## config.mk

```make
export PLATFORM = sky130hd
export DESIGN_NAME = alarm_trigger_ctrl
export DESIGN_NICKNAME = d
export VERILOG_FILES = /design/src/rtl/alarm_trigger_ctrl.sv
export SDC_FILE = /design/constraint.sdc
export NUM_CORES = 1
export LEC_CHECK = 0
export ABC_AREA = 0
export CAP_MARGIN = 20
export CELL_PAD_IN_SITES_DETAIL_PLACEMENT = 1
export CELL_PAD_IN_SITES_GLOBAL_PLACEMENT = 1
export CORE_MARGIN = 2
export CORE_UTILIZATION = 36
export CTS_BUF_LIST = sky130_fd_sc_hd__clkbuf_8 sky130_fd_sc_hd__clkbuf_16
export CTS_CLUSTER_SIZE = 40
export DETAILED_ROUTE_END_ITERATION = 7
export GPL_TIMING_DRIVEN = 0
export PLACE_DENSITY = 0.87
export SLEW_MARGIN = 0
export SYNTH_ARGS = -nofsm -noshare
export SYNTH_HDL_FRONTEND = slang
export SYNTH_SLANG_ARGS = --single-unit
```

## constraint.sdc

```tcl
create_clock -name I_CLK -period 2.8 [get_ports I_CLK]
set_input_delay 0.84 -clock I_CLK [delete_from_list [all_inputs] [get_ports I_CLK]]
set_output_delay 0.84 -clock I_CLK [all_outputs]
set_load 0.01 [all_outputs]
```

## src/rtl/alarm_trigger_ctrl.sv

```systemverilog
// -----------------------------------------------------------------------------
// alarm_trigger_ctrl
// Upstream control stage for alarm_clock. Holds the user-set alarm time,
// compares it against the running time-of-day and sequences ring / snooze.
//
// Optional feature macro: ALARM_SNOOZE_EN
//   defined   : snooze pulse moves RING -> SNOOZE for SNOOZE_SECS seconds.
//   undefined : snooze input ignored, SNOOZE state and snz_cnt not built.
//
// Ports:
//   I_CLK          system clock
//   Rst            asynchronous active-low reset
//   sec_tick       1 Hz one-cycle strobe from the time base
//   cur_hour/min/sec  running time-of-day (binary)
//   set_en         alarm-set mode level; inc_hour / inc_min are step pulses
//   alarm_on       arm switch level
//   stop, snooze   one-cycle user pulses
//   alarm_hour/min stored alarm time (registered)
//   count_light    ring pattern phase (registered)
//   count_light1   ring status 0 idle / 1 ringing / 2 snoozing (registered)
//   ringing        high while in RING (registered)
// -----------------------------------------------------------------------------
module alarm_trigger_ctrl #(
    parameter int RING_SECS   = 30,
    parameter int SNOOZE_SECS = 300
) (
    input  logic       I_CLK,
    input  logic       Rst,
    input  logic       sec_tick,
    input  logic [4:0] cur_hour,
    input  logic [5:0] cur_min,
    input  logic [5:0] cur_sec,
    input  logic       set_en,
    input  logic       inc_hour,
    input  logic       inc_min,
    input  logic       alarm_on,
    input  logic       stop,
    input  logic       snooze,
    output logic [4:0] alarm_hour,
    output logic [5:0] alarm_min,
    output logic [1:0] count_light,
    output logic [1:0] count_light1,
    output logic       ringing
);

    typedef enum logic [1:0] {
        ST_IDLE   = 2'd0,
        ST_RING   = 2'd1,
        ST_SNOOZE = 2'd2
    } state_t;

    localparam logic [7:0] RING_LAST = 8'(RING_SECS - 1);

    // Elaboration-time range check on the configuration parameters.
    generate
        if (RING_SECS < 2 || RING_SECS > 255 || SNOOZE_SECS < 2 || SNOOZE_SECS > 1023) begin : g_bad_params
            $error("alarm_trigger_ctrl: RING_SECS or SNOOZE_SECS out of range");
        end
    endgenerate

    state_t     state_r;
    logic [7:0] ring_cnt_r;
    logic       match_s;
    logic       abort_s;
    logic       snooze_s;

`ifdef ALARM_SNOOZE_EN
    localparam logic [9:0] SNZ_LAST = 10'(SNOOZE_SECS - 1);
    logic [9:0] snz_cnt_r;
    assign snooze_s = snooze;
`else
    // Snooze is not built; the input is kept on the port list but sunk here.
    logic unused_snooze_s;
    assign unused_snooze_s = snooze;
    assign snooze_s        = 1'b0;
`endif

    // Alarm match and the common "silence now" condition.
    always_comb begin
        match_s = sec_tick && alarm_on && !set_en && (cur_sec == 6'd0) &&
                  (cur_hour == alarm_hour) && (cur_min == alarm_min);
        abort_s = stop || !alarm_on || set_en;
    end

    // Alarm time registers: independent wrapping hour and minute steppers.
    always_ff @(posedge I_CLK or negedge Rst) begin
        if (!Rst) begin
            alarm_hour <= 5'd7;
            alarm_min  <= 6'd0;
        end else if (set_en) begin
            if (inc_hour) begin
                alarm_hour <= (alarm_hour == 5'd23) ? 5'd0 : alarm_hour + 5'd1;
            end
            if (inc_min) begin
                alarm_min <= (alarm_min == 6'd59) ? 6'd0 : alarm_min + 6'd1;
            end
        end
    end

    // Ring/snooze FSM with registered status outputs and duration counters.
    always_ff @(posedge I_CLK or negedge Rst) begin
        if (!Rst) begin
            state_r      <= ST_IDLE;
            ring_cnt_r   <= 8'd0;
            count_light  <= 2'd0;
            count_light1 <= 2'd0;
            ringing      <= 1'b0;
`ifdef ALARM_SNOOZE_EN
            snz_cnt_r    <= 10'd0;
`endif
        end else begin
            case (state_r)
                ST_IDLE: begin
                    // A stop in the match cycle suppresses the trigger.
                    if (match_s && !stop) begin
                        state_r      <= ST_RING;
                        ring_cnt_r   <= 8'd0;
                        count_light  <= 2'd0;
                        count_light1 <= 2'd1;
                        ringing      <= 1'b1;
                    end else begin
                        count_light  <= 2'd0;
                        count_light1 <= 2'd0;
                        ringing      <= 1'b0;
                    end
                end
                ST_RING: begin
                    if (abort_s) begin
                        state_r      <= ST_IDLE;
                        count_light  <= 2'd0;
                        count_light1 <= 2'd0;
                        ringing      <= 1'b0;
                    end else if (snooze_s) begin
                        state_r      <= ST_SNOOZE;
                        count_light  <= 2'd0;
                        count_light1 <= 2'd2;
                        ringing      <= 1'b0;
`ifdef ALARM_SNOOZE_EN
                        snz_cnt_r    <= 10'd0;
`endif
                    end else if (sec_tick) begin
                        if (ring_cnt_r == RING_LAST) begin
                            state_r      <= ST_IDLE;
                            count_light  <= 2'd0;
                            count_light1 <= 2'd0;
                            ringing      <= 1'b0;
                        end else begin
                            count_light <= count_light + 2'd1;
                            if (ring_cnt_r != 8'hFF) begin
                                ring_cnt_r <= ring_cnt_r + 8'd1;
                            end
                        end
                    end
                end
`ifdef ALARM_SNOOZE_EN
                ST_SNOOZE: begin
                    count_light <= 2'd0;
                    if (abort_s) begin
                        state_r      <= ST_IDLE;
                        count_light1 <= 2'd0;
                        ringing      <= 1'b0;
                    end else if (sec_tick) begin
                        if (snz_cnt_r == SNZ_LAST) begin
                            state_r      <= ST_RING;
                            ring_cnt_r   <= 8'd0;
                            count_light1 <= 2'd1;
                            ringing      <= 1'b1;
                        end else if (snz_cnt_r != 10'h3FF) begin
                            snz_cnt_r <= snz_cnt_r + 10'd1;
                        end
                    end
                end
`endif
                default: begin
                    state_r      <= ST_IDLE;
                    count_light  <= 2'd0;
                    count_light1 <= 2'd0;
                    ringing      <= 1'b0;
                end
            endcase
        end
    end

endmodule

```

[Word-level counts from Yosys, hierarchy flattened]
Cells that the tools add are included.
Word-level totals
  register bits after elaboration: 26
  input bits: 26
  output and inout bits: 16
  word-level logic and storage cells: 68
Cells by class
  add/subtract/negate cells: 4
  equality and inequality tests: 14
  multiplexer cells: 24
  reductions and logical operators: 19
Operator list (number)
  8-bit two-way mux: 5
  2-bit two-way mux: 8
  8-bit case mux with 2 select lines: 1
  2-bit inequality test, second input constant: 5
  8-bit by 1-bit adder with 8-bit output, second input constant: 1
  8-bit by 5-bit == test with 1-bit output, second input constant: 1
  8-bit inequality test, second input constant: 1
  2-bit case mux with 2 select lines: 2
  6-bit by 1-bit adder with 6-bit output, second input constant: 1
  6-bit == test: 1
  6-bit == test, second input constant: 1
  1-bit logical AND: 6
  6-bit zero test: 1
  6-bit two-way mux: 1
  3-bit inequality test, second input constant: 2
  2-bit AND reduction: 3
  6-bit AND reduction: 1
  5-bit by 1-bit adder with 5-bit output, second input constant: 1
  5-bit == test: 1
  5-bit == test, second input constant: 1
  1-bit two-way mux: 5
  5-bit two-way mux: 1
  1-bit zero test: 3
  3-bit AND reduction: 1
  other kinds (6): 7

[Logic depth before layout (Yosys ltp)]
Gate-level depths: netlist of the first run.
  depth in word-level cells: 8
  depth in mapped cells: 8
  mapped depth without buffers: 7

[Least setup slack after synthesis of the first run]
OpenSTA, ideal clock, no wires.
  path type: input -> register
  start: in stop
  end: reg ring_cnt_r[3]
  setup time: 0.069 ns
  arrival: 2.210 ns
  data required time: 2.731 ns
  setup slack: 0.521 ns
  cell stages on the path: 6
  path buffers: 1
  path through: nor3b_2 > nand2_1 > or3_1 > buf_2 > or4b_1 > nand3_1
Between the ends
  longest elaborated chain between the ends: 4
  elaborated cells on any way between the ends: 7
  those cells by class: eq/ne: 2; reduce/logical: 5
Ends and longest elaborated chain
  start, declared: line 37  | input logic stop,
  1-bit zero test or 1-bit logical OR (tied branches): line 115, 82
  1-bit logical AND or 1-bit logical OR (tied branches): line 115, 82
  2-bit inequality test (no source line)
  6-bit AND reduction (no source line) *
  end signal, assigned: line 150  | ring_cnt_r <= ring_cnt_r + 8'd1;
  end, declared: line 62  | logic [7:0] ring_cnt_r;
Every way passes the cells marked *; elsewhere a longest branch is shown, timed or not.
A chain may end at the register's enable or synchronous reset.

[Final worst setup path of the first run]
  start: in sec_tick
  end: reg ring_cnt_r[4]
Between the ends
  longest elaborated chain between the ends: 8
  elaborated cells on any way between the ends: 9
  those cells by class: eq/ne: 2; reduce/logical: 7
Ends and longest elaborated chain
  start, declared: line 29  | input logic sec_tick,
  1-bit logical AND (4 in series): line 80  | match_s = sec_tick && alarm_on && !set_en && (cur_sec == 6'd0) &&
  1-bit logical AND: line 81  | (cur_hour == alarm_hour) && (cur_min == alarm_min);
  1-bit logical AND: line 115  | if (match_s && !stop) begin
  2-bit inequality test (no source line)
  6-bit AND reduction (no source line) *
Marks and branches as above.

==> impl_metrics.json, run 1 <==
{
  "run_status": "complete, no violations",
  "placement.cell_area_sq_mm": 0.001784,
  "final_cells": 235,
  "yosysTopAreaCellShare_pct": 37.52,
  "synth_area_leader_cell": "sky130_fd_sc_hd__dfrtp_1",
  "dr_wl_met3_um": 197,
  "timing_hold_violations_final": 0,
  "power-per-cell-area_mw_per_mm2": 645.6,
  "dr.max_layer_used": "met4",
  "maximum_number_of_pins_on_one_net_before_global_route_repair": 24,
  "slowest_delay_ns": 0.59,
  "drive_above_1_share_pct": 10.16,
  "remaining_number_of_nets_flagged_by_the_antenna_check_after_routing": 0,
  "first_global_vias": 1374,
  "die-height_um": 64.87,
  "cts_tree": "built",
  "postCtsHoldBufs": 0,
  "final_critical_path_setup_slack_ns": 0.09705,
  "gp_congestion": 0.7961,
  "drt_wl_total_um": 3899,
  "final.period_utilization_pct": 96.53,
  "path_buf_inv": 2,
  "floorplan.core_area_sq_mm": 0.003606,
  "cts_max_level": 1,
  "top_level_ports": 42,
  "final.fill_count": 415,
  "worst_ir_drop_vdd_mv": 0.3342,
  "die_width_um": 64.87,
  "drt-met1-wl_um": 1616,
  "syn2layout_area_growth_pct": 39.12,
  "worst-slew-pin-transition_ns": 0.6715,
  "antenna_diode_count": 0,
  "worstPathCellList": "clkdlybuf4s50_1 -> nor4b_2 -> nand4_1 -> or4_1 -> clkbuf_1 -> nand2_1 -> a31oi_1",
  "port_buffers": 39,
  "cts.clk_slew.worst_paths_ns": 0.08,
  "crit_arrival_ns": 2.85,
  "vias_per_cell": 5.285,
  "final_nets": 218,
  "drt-wirelength-per-cell_um": 16.59,
  "synth.yosys.seq_area_share_pct": 43.43,
  "via_count": 1242,
  "ys.warnings.count": 0,
  "dp_hpwl_um": 2982,
  "cts-resized-gates": 0,
  "end_kind": "flop",
  "post-layout-total-power_mw": 1.198,
  "total_nets_after_synthesis": 173,
  "dp_cells": 230,
  "cts-buffers-inserted": 3,
  "worst_setup_path_startpoint": "sec_tick",
  "final_design_area_no_fill_sq_mm": 0.001856,
  "cts_buffer_depth": 2,
  "crit_path_start_kind": "input port",
  "final.min_clock_period_ns": 2.703,
  "hold_path_startpoint": "ringing",
  "multiInputGateArea_sq_um": 714.4,
  "detailedRoute.firstPassIterationCount": 4,
  "power_leakage_nw": 0.7263,
  "post_synth_main_area_contributors": "sky130_fd_sc_hd__dfrtp_1 (38%), sky130_fd_sc_hd__xnor2_1 (9.2%), sky130_fd_sc_hd__dfstp_2 (5.9%), sky130_fd_sc_hd__nand3_1 (4.1%), sky130_fd_sc_hd__o21ai_0 (4.1%)",
  "max_slew_margin_pct": 54.89,
  "cp_slowest_cell": "sky130_fd_sc_hd__clkdlybuf4s50_1",
  "timing.critical_path.required_ns": 2.95,
  "detailroute.wirelength.met2_um": 2025,
  "antenna_found_initial": 0,
  "final.setup_skew_ns": 0.003347,
  "synth_area_sq_mm": 0.001334,
  "place_worst_setup_slack_ns": -0.2595,
  "cp_max_fo": 6,
  "dr_drc_count": 0,
  "fp-row-count": 22,
  "groute.usage.overall_pct": 20.01,
  "critPathKind": "input port to flop",
  "synthesis.area_per_instance_sq_um": 9.327,
  "grt.overflow.total": 0,
  "max_freq_mhz": 370.0,
  "dr.first_iter.drc_count": 53,
  "final_common_cell": "sky130_fd_sc_hd__clkdlybuf4s50_1",
  "seqCellArea_sq_um": 579.3,
  "netlist-cell-type-count": 36,
  "die_area_sq_mm": 0.004208,
  "syn-instance-count": 143,
  "initial_utilization_pct": 36.99,
  "cts_setup_buffers": 0,
  "worstReg2RegStart": "state_r[0]",
  "wire_length_of_the_first_global_routing_pass_um": 6479,
  "clock-sinks": 23,
  "crit_family": "simple AND/OR/NAND/NOR gates",
  "number_of_slew_limit_violations_in_the_final_report": 0,
  "max_cap_violations": 0,
  "cts-root-buf": "sky130_fd_sc_hd__clkbuf_8",
  "most-common-layout-cells": "sky130_fd_sc_hd__clkdlybuf4s50_1 (38), sky130_fd_sc_hd__dfrtp_1 (20), sky130_fd_sc_hd__xnor2_1 (14), sky130_fd_sc_hd__nand2_1 (12), sky130_fd_sc_hd__nor2_1 (12)",
  "clock_insertion_delay_worst_skew_ns": 0.27,
  "min-delay-path-class": "flop to flop",
  "r2r_slack_ns": 0.67,
  "finalSetupViolations": 0,
  "synth.ff_latch_count": 23
}
power by group:
group,switching (mW),internal [mW]
clock network,0.112,0.0983
logic,0.191,0.268
registers,0.114,0.414
total,0.417,0.781
cells by family after synthesis:
logic type | Yosys count | synth area share [%]
adder cells (fa/ha/maj) | 4 | 3.752
XOR/XNOR | 16 | 10.51
other | 1 | 0.2812
buffers and inverters | 10 | 3.658
AO/OA/AOI/OAI | 25 | 11.54
AND/OR/NAND/NOR | 61 | 24.30
multiplexers | 3 | 2.533
flip-flops | 23 | 43.43
cell usage after synthesis, drive strengths merged:
cell and instances:
nand2 13, nand4 8, nand4b 1, nor4 2, o211ai 1, xor2 2
a21o 1, a41oi 1, o41ai 1, or3 1, dfrtp 20, ha 4
buf 5, and4b 1, nor3 3, a21oi 5, o21ai 11, nand3b 1
nand3 11, a211o 1, nor2 12, clkbuf 3, conb 1, xnor2 14
nor3b 2, mux2 3, nor4b 1, or4 1, dfstp 3, nand2b 2
and2 1, inv 2, a31oi 4, or4b 1
tightest hold or removal path, stage by stage (launching register included):
cell and delay, ns:
sky130_fd_sc_hd__dfrtp_1 0.38, sky130_fd_sc_hd__nand2_1 0.06, sky130_fd_sc_hd__nand2_1 0.05
final timing paths:
check | end | cells after the start
hold reg to reg | ringing | 2
setup / recovery | ring_cnt_r[4] | 7
min in group asynchronous | count_light[0] | 1
max in group asynchronous | alarm_hour[1] | 2
setup reg to reg | ring_cnt_r[4] | 7
hold / removal | ringing | 2
state kept, by name, indices dropped and copies added, names as in the netlist:
signal / flops
count_light: 2
alarm_min: 6
ringing: 1
state_r: 1
ring_cnt_r: 8
alarm_hour: 5
layer usage:
| layer | global-route usage, % | vias to the layer above |
|---|---|---|
| met5 | 0 | - |
| met4 | 6.649 | 0 |
| met3 | 4.688 | 5 |
| met2 | 36.34 | 37 |
| met1 | 22.88 | 601 |
| li1 | - | 599 |
final cells by class:
class,count,share of cell area (%)
inverters,2,0.4046
multi-input cells,110,38.50
clock inverters,1,0.2023
plain buffers,8,2.225
well taps,48,3.237
clock buffers,3,2.225
repair buffers,40,21.98
flip-flops and latches,23,31.22
metrics by stage:
stage                     hold slack, ns  utilization, %   TNS, ns
final                             0.5162           51.46         0
after CTS                         0.5212           50.73         0
after detailed placement          0.4974           49.48    -1.693
after global placement            0.4859           49.48    -1.113
after floorplan                   0.4640               -         0
after global routing              0.5507           51.46  -0.08660
No activity file was read; power rests on OpenSTA's default activity.
==> inputs of run 2 (changes only) <==
PLACE_DENSITY = 0.83   (was 0.87)
==> run 2 against run 1 <==
Against the previous run:
- hold slack lost 0.0054 ns
- sequential cell count unchanged
- non-clock buffer count stayed put
- sequential power is essentially flat
- cell area increased by 0.40%
- first-iteration DRC count shrank 7.5%
- global-route usage down 2.5 points
- final cell count stayed put
- largest cell class unchanged
==> impl_metrics.json, run 2 (synthesis results as in run 1) <==
{
  "finalSetupViolations": 0,
  "post-layout-total-power_mw": 1.177,
  "cts.clk_slew.worst_paths_ns": 0.08,
  "fp-row-count": 22,
  "cts_buffer_depth": 2,
  "worst-slew-pin-transition_ns": 0.6595,
  "first_global_vias": 1370,
  "final.min_clock_period_ns": 2.666,
  "dr.first_iter.drc_count": 49,
  "drt_wl_total_um": 3336,
  "final_design_area_no_fill_sq_mm": 0.001863,
  "floorplan.core_area_sq_mm": 0.003606,
  "power_leakage_nw": 0.7214,
  "vias_per_cell": 5.251,
  "port_buffers": 39,
  "crit_arrival_ns": 2.87,
  "timing_hold_violations_final": 0,
  "end_kind": "flop",
  "run_status": "complete, no violations",
  "gp_congestion": 0.8310,
  "top_level_ports": 42,
  "cts_setup_buffers": 0,
  "antenna_found_initial": 0,
  "clock_insertion_delay_worst_skew_ns": 0.26,
  "postCtsHoldBufs": 0,
  "syn2layout_area_growth_pct": 39.68,
  "multiInputGateArea_sq_um": 711.9,
  "groute.usage.overall_pct": 17.47,
  "largest_reg_flops": 8,
  "min-delay-path-class": "flop to flop",
  "worst_ir_drop_vdd_mv": 0.4621,
  "max_cap_violations": 0,
  "cts-resized-gates": 0,
  "cp_max_fo": 7,
  "die-height_um": 64.87,
  "detailedRoute.firstPassIterationCount": 4,
  "max_slew_margin_pct": 55.69,
  "crit_path_start_kind": "input port",
  "antenna_diode_count": 0,
  "timing.critical_path.required_ns": 3.01,
  "initial_utilization_pct": 36.99,
  "final_common_cell": "sky130_fd_sc_hd__clkdlybuf4s50_1",
  "die_area_sq_mm": 0.004208,
  "largest-register": "ring_cnt_r",
  "drive_above_1_share_pct": 9.626,
  "dp_hpwl_um": 2687,
  "drt-wirelength-per-cell_um": 14.20,
  "cts_max_level": 1,
  "max_freq_mhz": 375.0,
  "unrepaired_setup_endpoints_after_global_routing": "no",
  "remaining_number_of_nets_flagged_by_the_antenna_check_after_routing": 0,
  "final.fill_count": 414,
  "critPathKind": "input port to flop",
  "final.period_utilization_pct": 95.23,
  "final_nets": 218,
  "number_of_slew_limit_violations_in_the_final_report": 0,
  "seqCellArea_sq_um": 579.3,
  "via_count": 1234,
  "power-per-cell-area_mw_per_mm2": 631.6,
  "clock-sinks": 23,
  "wire_length_of_the_first_global_routing_pass_um": 5823,
  "cts-buffers-inserted": 3,
  "die_width_um": 64.87,
  "placement.cell_area_sq_mm": 0.001784,
  "grt.overflow.total": 0,
  "dr_drc_count": 0,
  "maximum_number_of_pins_on_one_net_before_global_route_repair": 24,
  "reg.largest.list": "ring_cnt_r (8), alarm_min (6), alarm_hour (5)",
  "cts_tree": "built",
  "cts-root-buf": "sky130_fd_sc_hd__clkbuf_8",
  "most-common-layout-cells": "sky130_fd_sc_hd__clkdlybuf4s50_1 (39), sky130_fd_sc_hd__dfrtp_1 (20), sky130_fd_sc_hd__xnor2_1 (14), sky130_fd_sc_hd__nand2_1 (13), sky130_fd_sc_hd__nor2_1 (12)",
  "final.setup_skew_ns": 0.005073
}
## run 2: power breakdown
part           internal (mW)  switching (mW)  total [mW]
registers              0.414           0.112       0.527
clock network         0.0980           0.107       0.205
logic                  0.270           0.175       0.445
total                  0.782           0.395        1.18
## run 2: worst max-delay path, stage by stage
cell	delay (ns)
sky130_fd_sc_hd__clkdlybuf4s50_1	0.49
sky130_fd_sc_hd__nor3b_2	0.24
sky130_fd_sc_hd__nand2_1	0.16
sky130_fd_sc_hd__or3_1	0.39
sky130_fd_sc_hd__buf_2	0.16
sky130_fd_sc_hd__or4b_1	0.50
sky130_fd_sc_hd__nand3_1	0.09
## run 2: final timing paths
kind | startpoint | endpoint | slack [ns] | cells past startpoint
worst max-delay path | set_en | ring_cnt_r[3] | 0.13 | 7
worst min-delay path | ringing | ringing | 0.51 | 2
worst max register to register | ring_cnt_r[0] | ring_cnt_r[3] | 0.75 | 7
worst min register to register | ringing | ringing | 0.51 | 2
max in group asynchronous | Rst | alarm_hour[0] | 1.45 | 2
min in group asynchronous | Rst | ring_cnt_r[4] | 0.85 | 1
## run 2: cell type report
class,instances,share of cell area [%]
clock inverters,1,0.2015
plain buffers,8,2.216
flip-flops and latches,23,31.09
repair buffers,40,22.43
inverters,2,0.4030
multi-input cells,110,38.21
well taps,48,3.224
clock buffers,3,2.216
## run 2: per-stage QoR
step                      util, %  hold slack [ns]  setup slack, ns  TNS, ns  instances
after global placement      49.48           0.4867          -0.1553  -0.8995        230
after global routing        51.67           0.5554          0.02046        0        235
after floorplan                 -           0.4640           0.5212        0        143
after CTS                   50.73           0.5185          0.04879        0        234
final                       51.67           0.5108           0.1335        0        235
after detailed placement    49.48           0.5024          -0.2312   -1.403        230
## run 2: routing by layer
layer  vias up  routed length (um)  track usage [%]
met3         6                 172            3.125
met4         0                  27            6.117
met1       593                1453            20.93
li1        600                   -                -
met2        35                1683            31.19
met5         -                   0                0
